<file path="src/rtl/elevator_fsm_top.sv">
// Single-car SCAN elevator: request latch, floor tracking, motion/door FSM
// with safety overrides, and a free-running PWM motor drive.

module elevator_ctrl #(
    parameter int NUM_FLOORS       = 10,
    parameter int FLOOR_WIDTH      = 4,
    parameter int DOOR_OPEN_CYCLES = 20,
    parameter int PWM_MOVE_DUTY    = 192
) (
    input  logic                   clk,
    input  logic                   reset,
    input  logic                   emergency_stop,
    input  logic                   overweight,
    input  logic                   door_obstruction,
    input  logic [NUM_FLOORS-1:0]  floor_requests,
    input  logic [FLOOR_WIDTH-1:0] current_floor,
    output logic                   clear_current_request,
    output logic [7:0]             pwm_duty,
    output logic                   moving_up,
    output logic                   moving_down,
    output logic                   door_open
);
    localparam int CW = (DOOR_OPEN_CYCLES > 1) ? $clog2(DOOR_OPEN_CYCLES) : 1;
    localparam logic [CW-1:0] DWELL_LOAD = CW'(DOOR_OPEN_CYCLES - 1);

    typedef enum logic [2:0] {
        IDLE,
        MOVE_UP,
        MOVE_DOWN,
        DOOR_OPEN,
        EMERGENCY
    } state_t;

    state_t        state_q, state_d;
    logic [CW-1:0] dwell_q;
    logic          last_up_q;
    logic          above, below, here, hold;

    assign hold = overweight | door_obstruction;

    always_comb begin
        above = 1'b0;
        below = 1'b0;
        here  = 1'b0;
        for (int i = 0; i < NUM_FLOORS; i++) begin
            if (i > int'(current_floor)) above = above | floor_requests[i];
            if (i < int'(current_floor)) below = below | floor_requests[i];
            if (i == int'(current_floor)) here = floor_requests[i];
        end
    end

    always_comb begin
        state_d = state_q;
        clear_current_request = 1'b0;
        if (emergency_stop) begin
            state_d = EMERGENCY;
        end else begin
            unique case (state_q)
                IDLE: begin
                    // a stop-side hold opens the door even with no call here
                    if (here || hold) begin
                        state_d = DOOR_OPEN;
                        clear_current_request = here;
                    end else if (last_up_q && above) begin
                        state_d = MOVE_UP;
                    end else if (below) begin
                        state_d = MOVE_DOWN;
                    end else if (above) begin
                        state_d = MOVE_UP;
                    end
                end
                MOVE_UP: begin
                    if (here) begin
                        state_d = DOOR_OPEN;
                        clear_current_request = 1'b1;
                    end else if (!above) begin
                        state_d = IDLE;
                    end
                end
                MOVE_DOWN: begin
                    if (here) begin
                        state_d = DOOR_OPEN;
                        clear_current_request = 1'b1;
                    end else if (!below) begin
                        state_d = IDLE;
                    end
                end
                DOOR_OPEN: begin
                    if (!hold && dwell_q == '0) state_d = IDLE;
                end
                EMERGENCY: state_d = IDLE;
                default:   state_d = IDLE;
            endcase
        end
    end

    always_ff @(posedge clk) begin
        if (reset) begin
            state_q     <= IDLE;
            dwell_q     <= '0;
            last_up_q   <= 1'b1;
            moving_up   <= 1'b0;
            moving_down <= 1'b0;
            door_open   <= 1'b0;
            pwm_duty    <= 8'd0;
        end else begin
            state_q     <= state_d;
            moving_up   <= (state_d == MOVE_UP);
            moving_down <= (state_d == MOVE_DOWN);
            door_open   <= (state_d == DOOR_OPEN);
            pwm_duty    <= (state_d == MOVE_UP || state_d == MOVE_DOWN)
                           ? 8'(PWM_MOVE_DUTY) : 8'd0;
            if (state_d == DOOR_OPEN) begin
                if (state_q != DOOR_OPEN || hold) begin
                    dwell_q <= DWELL_LOAD;
                end else if (dwell_q != '0) begin
                    dwell_q <= dwell_q - CW'(1);
                end
            end
            if (state_d == MOVE_UP && state_q != MOVE_UP) begin
                last_up_q <= 1'b1;
            end else if (state_d == MOVE_DOWN && state_q != MOVE_DOWN) begin
                last_up_q <= 1'b0;
            end
        end
    end
endmodule

module elevator_fsm_top #(
    parameter int NUM_FLOORS       = 10,
    parameter int FLOOR_WIDTH      = 4,
    parameter int DOOR_OPEN_CYCLES = 20,
    parameter int PWM_MOVE_DUTY    = 192
) (
    input  logic                   clk,
    input  logic                   reset,
    input  logic                   emergency_stop,
    input  logic                   overweight,
    input  logic                   door_obstruction,
    input  logic [NUM_FLOORS-1:0]  new_requests,
    input  logic [NUM_FLOORS-1:0]  floor_sensors,
    output logic [NUM_FLOORS-1:0]  floor_requests,
    output logic [FLOOR_WIDTH-1:0] current_floor,
    output logic                   moving_up,
    output logic                   moving_down,
    output logic                   door_open,
    output logic                   pwm_out
);
    logic [NUM_FLOORS-1:0]  req_q, req_d, clear_mask;
    logic [FLOOR_WIDTH-1:0] floor_q, floor_d;
    logic [7:0]             pwm_cnt_q;
    logic [7:0]             pwm_duty;
    logic                   clear_current_request;

    always_comb begin
        floor_d = floor_q;
        for (int i = NUM_FLOORS - 1; i >= 0; i--) begin
            if (floor_sensors[i]) floor_d = FLOOR_WIDTH'(i);
        end
    end

    // while the door is open, calls for this floor are swallowed
    assign clear_mask = (clear_current_request | door_open)
                        ? (NUM_FLOORS'(1) << floor_q) : '0;
    assign req_d = (req_q | new_requests) & ~clear_mask;

    always_ff @(posedge clk) begin
        if (reset) begin
            req_q     <= '0;
            floor_q   <= '0;
            pwm_cnt_q <= 8'd0;
        end else begin
            req_q     <= req_d;
            floor_q   <= floor_d;
            pwm_cnt_q <= pwm_cnt_q + 8'd1;
        end
    end

    assign pwm_out        = (pwm_cnt_q < pwm_duty);
    assign floor_requests = req_q;
    assign current_floor  = floor_q;

    elevator_ctrl #(
        .NUM_FLOORS      (NUM_FLOORS),
        .FLOOR_WIDTH     (FLOOR_WIDTH),
        .DOOR_OPEN_CYCLES(DOOR_OPEN_CYCLES),
        .PWM_MOVE_DUTY   (PWM_MOVE_DUTY)
    ) controller (
        .clk                  (clk),
        .reset                (reset),
        .emergency_stop       (emergency_stop),
        .overweight           (overweight),
        .door_obstruction     (door_obstruction),
        .floor_requests       (req_q),
        .current_floor        (floor_q),
        .clear_current_request(clear_current_request),
        .pwm_duty             (pwm_duty),
        .moving_up            (moving_up),
        .moving_down          (moving_down),
        .door_open            (door_open)
    );
endmodule

</file>
<file path="config.mk">
export PLATFORM = sky130hd
export DESIGN_NAME = elevator_fsm_top
export DESIGN_NICKNAME = d
export VERILOG_FILES = /design/src/rtl/elevator_fsm_top.sv
export SDC_FILE = /design/constraint.sdc
export NUM_CORES = 1
export LEC_CHECK = 0
export BUFFER_PORTS_ARGS = -buffer_cell sky130_fd_sc_hd__buf_2
export CAP_MARGIN = 10
export CORE_MARGIN = 3
export CORE_UTILIZATION = 25
export DETAILED_ROUTE_END_ITERATION = 16
export PLACE_DENSITY_LB_ADDON = 0.25
export SETUP_SLACK_MARGIN = 0.05
export SLEW_MARGIN = 20
export SYNTH_ARGS = -nofsm -noshare
export SYNTH_HDL_FRONTEND = slang
export SYNTH_SLANG_ARGS = --single-unit
</file>
<file path="constraint.sdc">
create_clock -name clk -period 2 [get_ports clk]
set_input_delay 0.1 -clock clk [delete_from_list [all_inputs] [get_ports clk]]
set_output_delay 0.1 -clock clk [all_outputs]
set_load 0.02 [all_outputs]
</file>
==> flow_summary.toml <==
[clock_network]
cts_sinks = 35
cts_htree_levels = 2
cts_inserted_buffers = 5
cts_tree = "built"
cts-root-buf = "clkbuf_8"
clk_latency_ns = 0.29
path_clk_slew_ns = 0.08
clock_tree.buffer_depth = 2

[synth]
syn_nets = 277
seq_area_frac_synth = 0.341
async_flop_share = 0
synth_area_leader_cell = "dfxtp_1"
syn_inst = 249
ys_ff_latch = 35
netlist.area_leader.share = 0.341
syn-cell-area_sq_mm = 0.00206
synth_cell_types = 59
synth_warnings = 0
synth_edf_count = 0
synth_area_leaders = "dfxtp_1 (34%), nor2_1 (8.6%), a211oi_1 (4.0%)"
yosys-top-cells-count = "nor2_1 (47), dfxtp_1 (35), nand2_1 (15)"
synth.most_common_cell = "nor2_1"
synth_ff_type = "dfxtp_1"
syn_avg_cell_area_sq_um = 8.26

[critical_path]
setup.worst_path.end = "controller.last_up_q"
worst-path-max-fanout = 8
crit_chain = "buf_4 > o31ai_2 > a222oi_1 > o21ai_2 > a2111o_2 > a311oi_2 > a221oi_2"
r2r_slack_ns = -0.16
reg2reg_to = "controller.last_up_q"
reg2reg_depth = 7
worst_setup_path_end_kind = "flip-flop"
r2r_start = "current_floor[0]"
arrival_ns = 2.33
critical_path.max_stage_delay_ns = 0.52
cp_data_required_time_ns = 2.17
crit_start = "current_floor[0]"
start_kind = "flip-flop"
worstSetupPathType = "flip-flop to flip-flop"
crit_slowest_cell = "a2111o_2"

[placement]
dp.cells = 415
dp_hpwl_microns = 4450
gp_congestion = 0.807
io_buffers = 42
pre_cts_ws_ns = -0.208

[die]
num_io_pins = 43
core_area_sq_mm = 0.00785
die_y_microns = 96.7
die_x_microns = 96.7
initial_core_util = 0.262
dieArea_sq_mm = 0.00935
rows = 32

[run_status]
violations = "setup timing"
outcome = "finished with violations"

[global_routing]
antenna_found_initial = 0
grt_max_degree = 31
grt_pass1_wl_microns = 10200
grt_usage = 0.130
grt-ovfl-total = 0
first_global_vias = 2117

[run]
maxCapViolCount = 0

[drt]
drc = 0
wl_per_cell_microns = 13.8
viasPerCell = 4.93
num_vias = 2156
drt_wl_total_microns = 6020
drtIter0Drc = 66
ant_nets = 0
first_pass_iters = 4

[timing]
period_needed_ns = 2.16
post-route-period-util = 1.08
fmax_ghz = 0.464
layout_setup_ws_ns = -0.156
hold_viol = 0
finalSetupViolCount = 10
grt_setup_unrepaired = "true"
maxSlewHeadroom = 0.609
fin_worst_skew_ns = 0.00536
tightest_slew_ns = 0.587
drv_slew = 0

[final_layout]
drive_above_1_share = 0.391
final_nets = 362
fin_cells = 437
diodes = 0
area_growth_syn_to_layout_pct = 41.4

[power]
power_density_mw_per_mm2 = 621
total_power_mw = 1.81
ir_drop_uv = 214
p_leak_nw = 1.21

[min_path]
hold_class = "input port to flip-flop"
state kept, by name, indices dropped and copies added (netlist names):
signal                  count
controller.pwm_duty         1
controller.dwell_q          5
controller.last_up_q        1
current_floor               4
controller.moving_up        1
floor_requests             10
controller.moving_down      1
controller.door_open        1
controller.state_q          3
pwm_cnt_q                   8
logic make-up (layout without fill, tap and decap cells):
logic type	Yosys count	in the layout	synth area share
AO/OA/AOI/OAI	61	61	0.245
XOR/XNOR	6	6	0.0256
adder cells (fa/ha/maj)	5	5	0.0286
buffers and inverters	23	109	0.0639
flip-flops	35	35	0.341
multiplexers	2	2	0.00974
AND/OR/NAND/NOR	117	117	0.287
metrics by stage:
stage | TNS, ns | hold WS (ns) | area [sq um] | utilization
3_5_place_dp | -1.84 | 0.290 | 2570 | 0.328
6_report | -0.966 | 0.0708 | 2910 | 0.370
2_1_floorplan | -0.514 | 0.172 | 2070 | -
3_3_place_gp | -1.38 | 0.290 | 2570 | 0.328
5_1_grt | -2.90 | 0.0693 | 2910 | 0.370
4_1_cts | -1.13 | 0.0689 | 2850 | 0.363
cell usage in the layout (no fill, tap or decap), types with 2 or more instances in the layout:
cell	Yosys	routed
a211oi_1	11	9
a211oi_2	0	2
a21oi_1	10	9
a311oi_1	2	2
and2_1	2	2
and3_1	3	3
buf_2	0	42
buf_4	4	46
buf_6	4	2
clkbuf_8	0	5
clkinv_4	0	2
dfxtp_1	35	31
dfxtp_4	0	4
ha_1	3	3
inv_1	10	10
mux2i_1	2	2
nand2_1	15	14
nand2b_1	4	4
nand3_1	7	7
nand3b_1	3	3
nand4_1	3	3
nor2_1	47	45
nor2b_1	3	3
nor3_1	10	9
nor4_1	6	6
o211ai_1	3	3
o21ai_0	4	3
o21ai_2	1	2
o21bai_1	2	2
o221ai_1	3	2
o22a_1	2	2
o22ai_2	0	2
o32a_1	3	3
or2b_1	3	2
or3_1	5	4
xnor2_1	2	2
xor2_1	4	4
timing repair:
item / CTS / global route
setup buffers: 13 / 0
setup endpoints to repair: 22 / 22
hold buffers: 1 / 0
hold endpoints to repair: 1 / 0
pin swaps: 10 / 8
resized for setup: 16 / 11
critical path, delay by kind of cell, from the launching register on:
kind	cells	cell delay (ns)
flops	1	0.40
compound gates	6	1.49
buf+inv	1	0.14
power breakdown:
| part | internal [mW] | leakage, nW | switching (mW) |
|---|---|---|---|
| sequential | 0.736 | 0.291 | 0.0372 |
| combinational | 0.227 | 0.877 | 0.258 |
| clock | 0.249 | 0.0443 | 0.298 |
| total | 1.21 | 1.21 | 0.593 |
how the worst min path moves through the flow:
stage	slack (ns)	to	cells after the start	startpoint
3_5_place_dp	0.29	current_floor[0]	2	floor_sensors[0]
4_1_cts	0.07	floor_requests[4]	3	new_requests[4]
2_1_floorplan	0.17	current_floor[0]	1	floor_sensors[0]
5_1_grt	0.07	floor_requests[7]	3	new_requests[7]
3_3_place_gp	0.29	current_floor[0]	2	floor_sensors[0]
6_report	0.07	current_floor[1]	2	floor_sensors[3]
routing by layer:
layer	wire [microns]	global-route usage	part of all wire
met5	0	0	0
met4	103	0.0443	0.017
met3	301	0.0310	0.050
met2	2830	0.213	0.47
met1	2780	0.168	0.46
cell type report:
type	count	area, sq um
clock buffer	5	68.8
inverter	10	37.5
timing repair buffer	91	588
tap	102	128
clock inverter	3	25.0
sequential	35	716
multi-input combinational	191	1340
fill	841	4940
(Power assumes the default switching activity.)
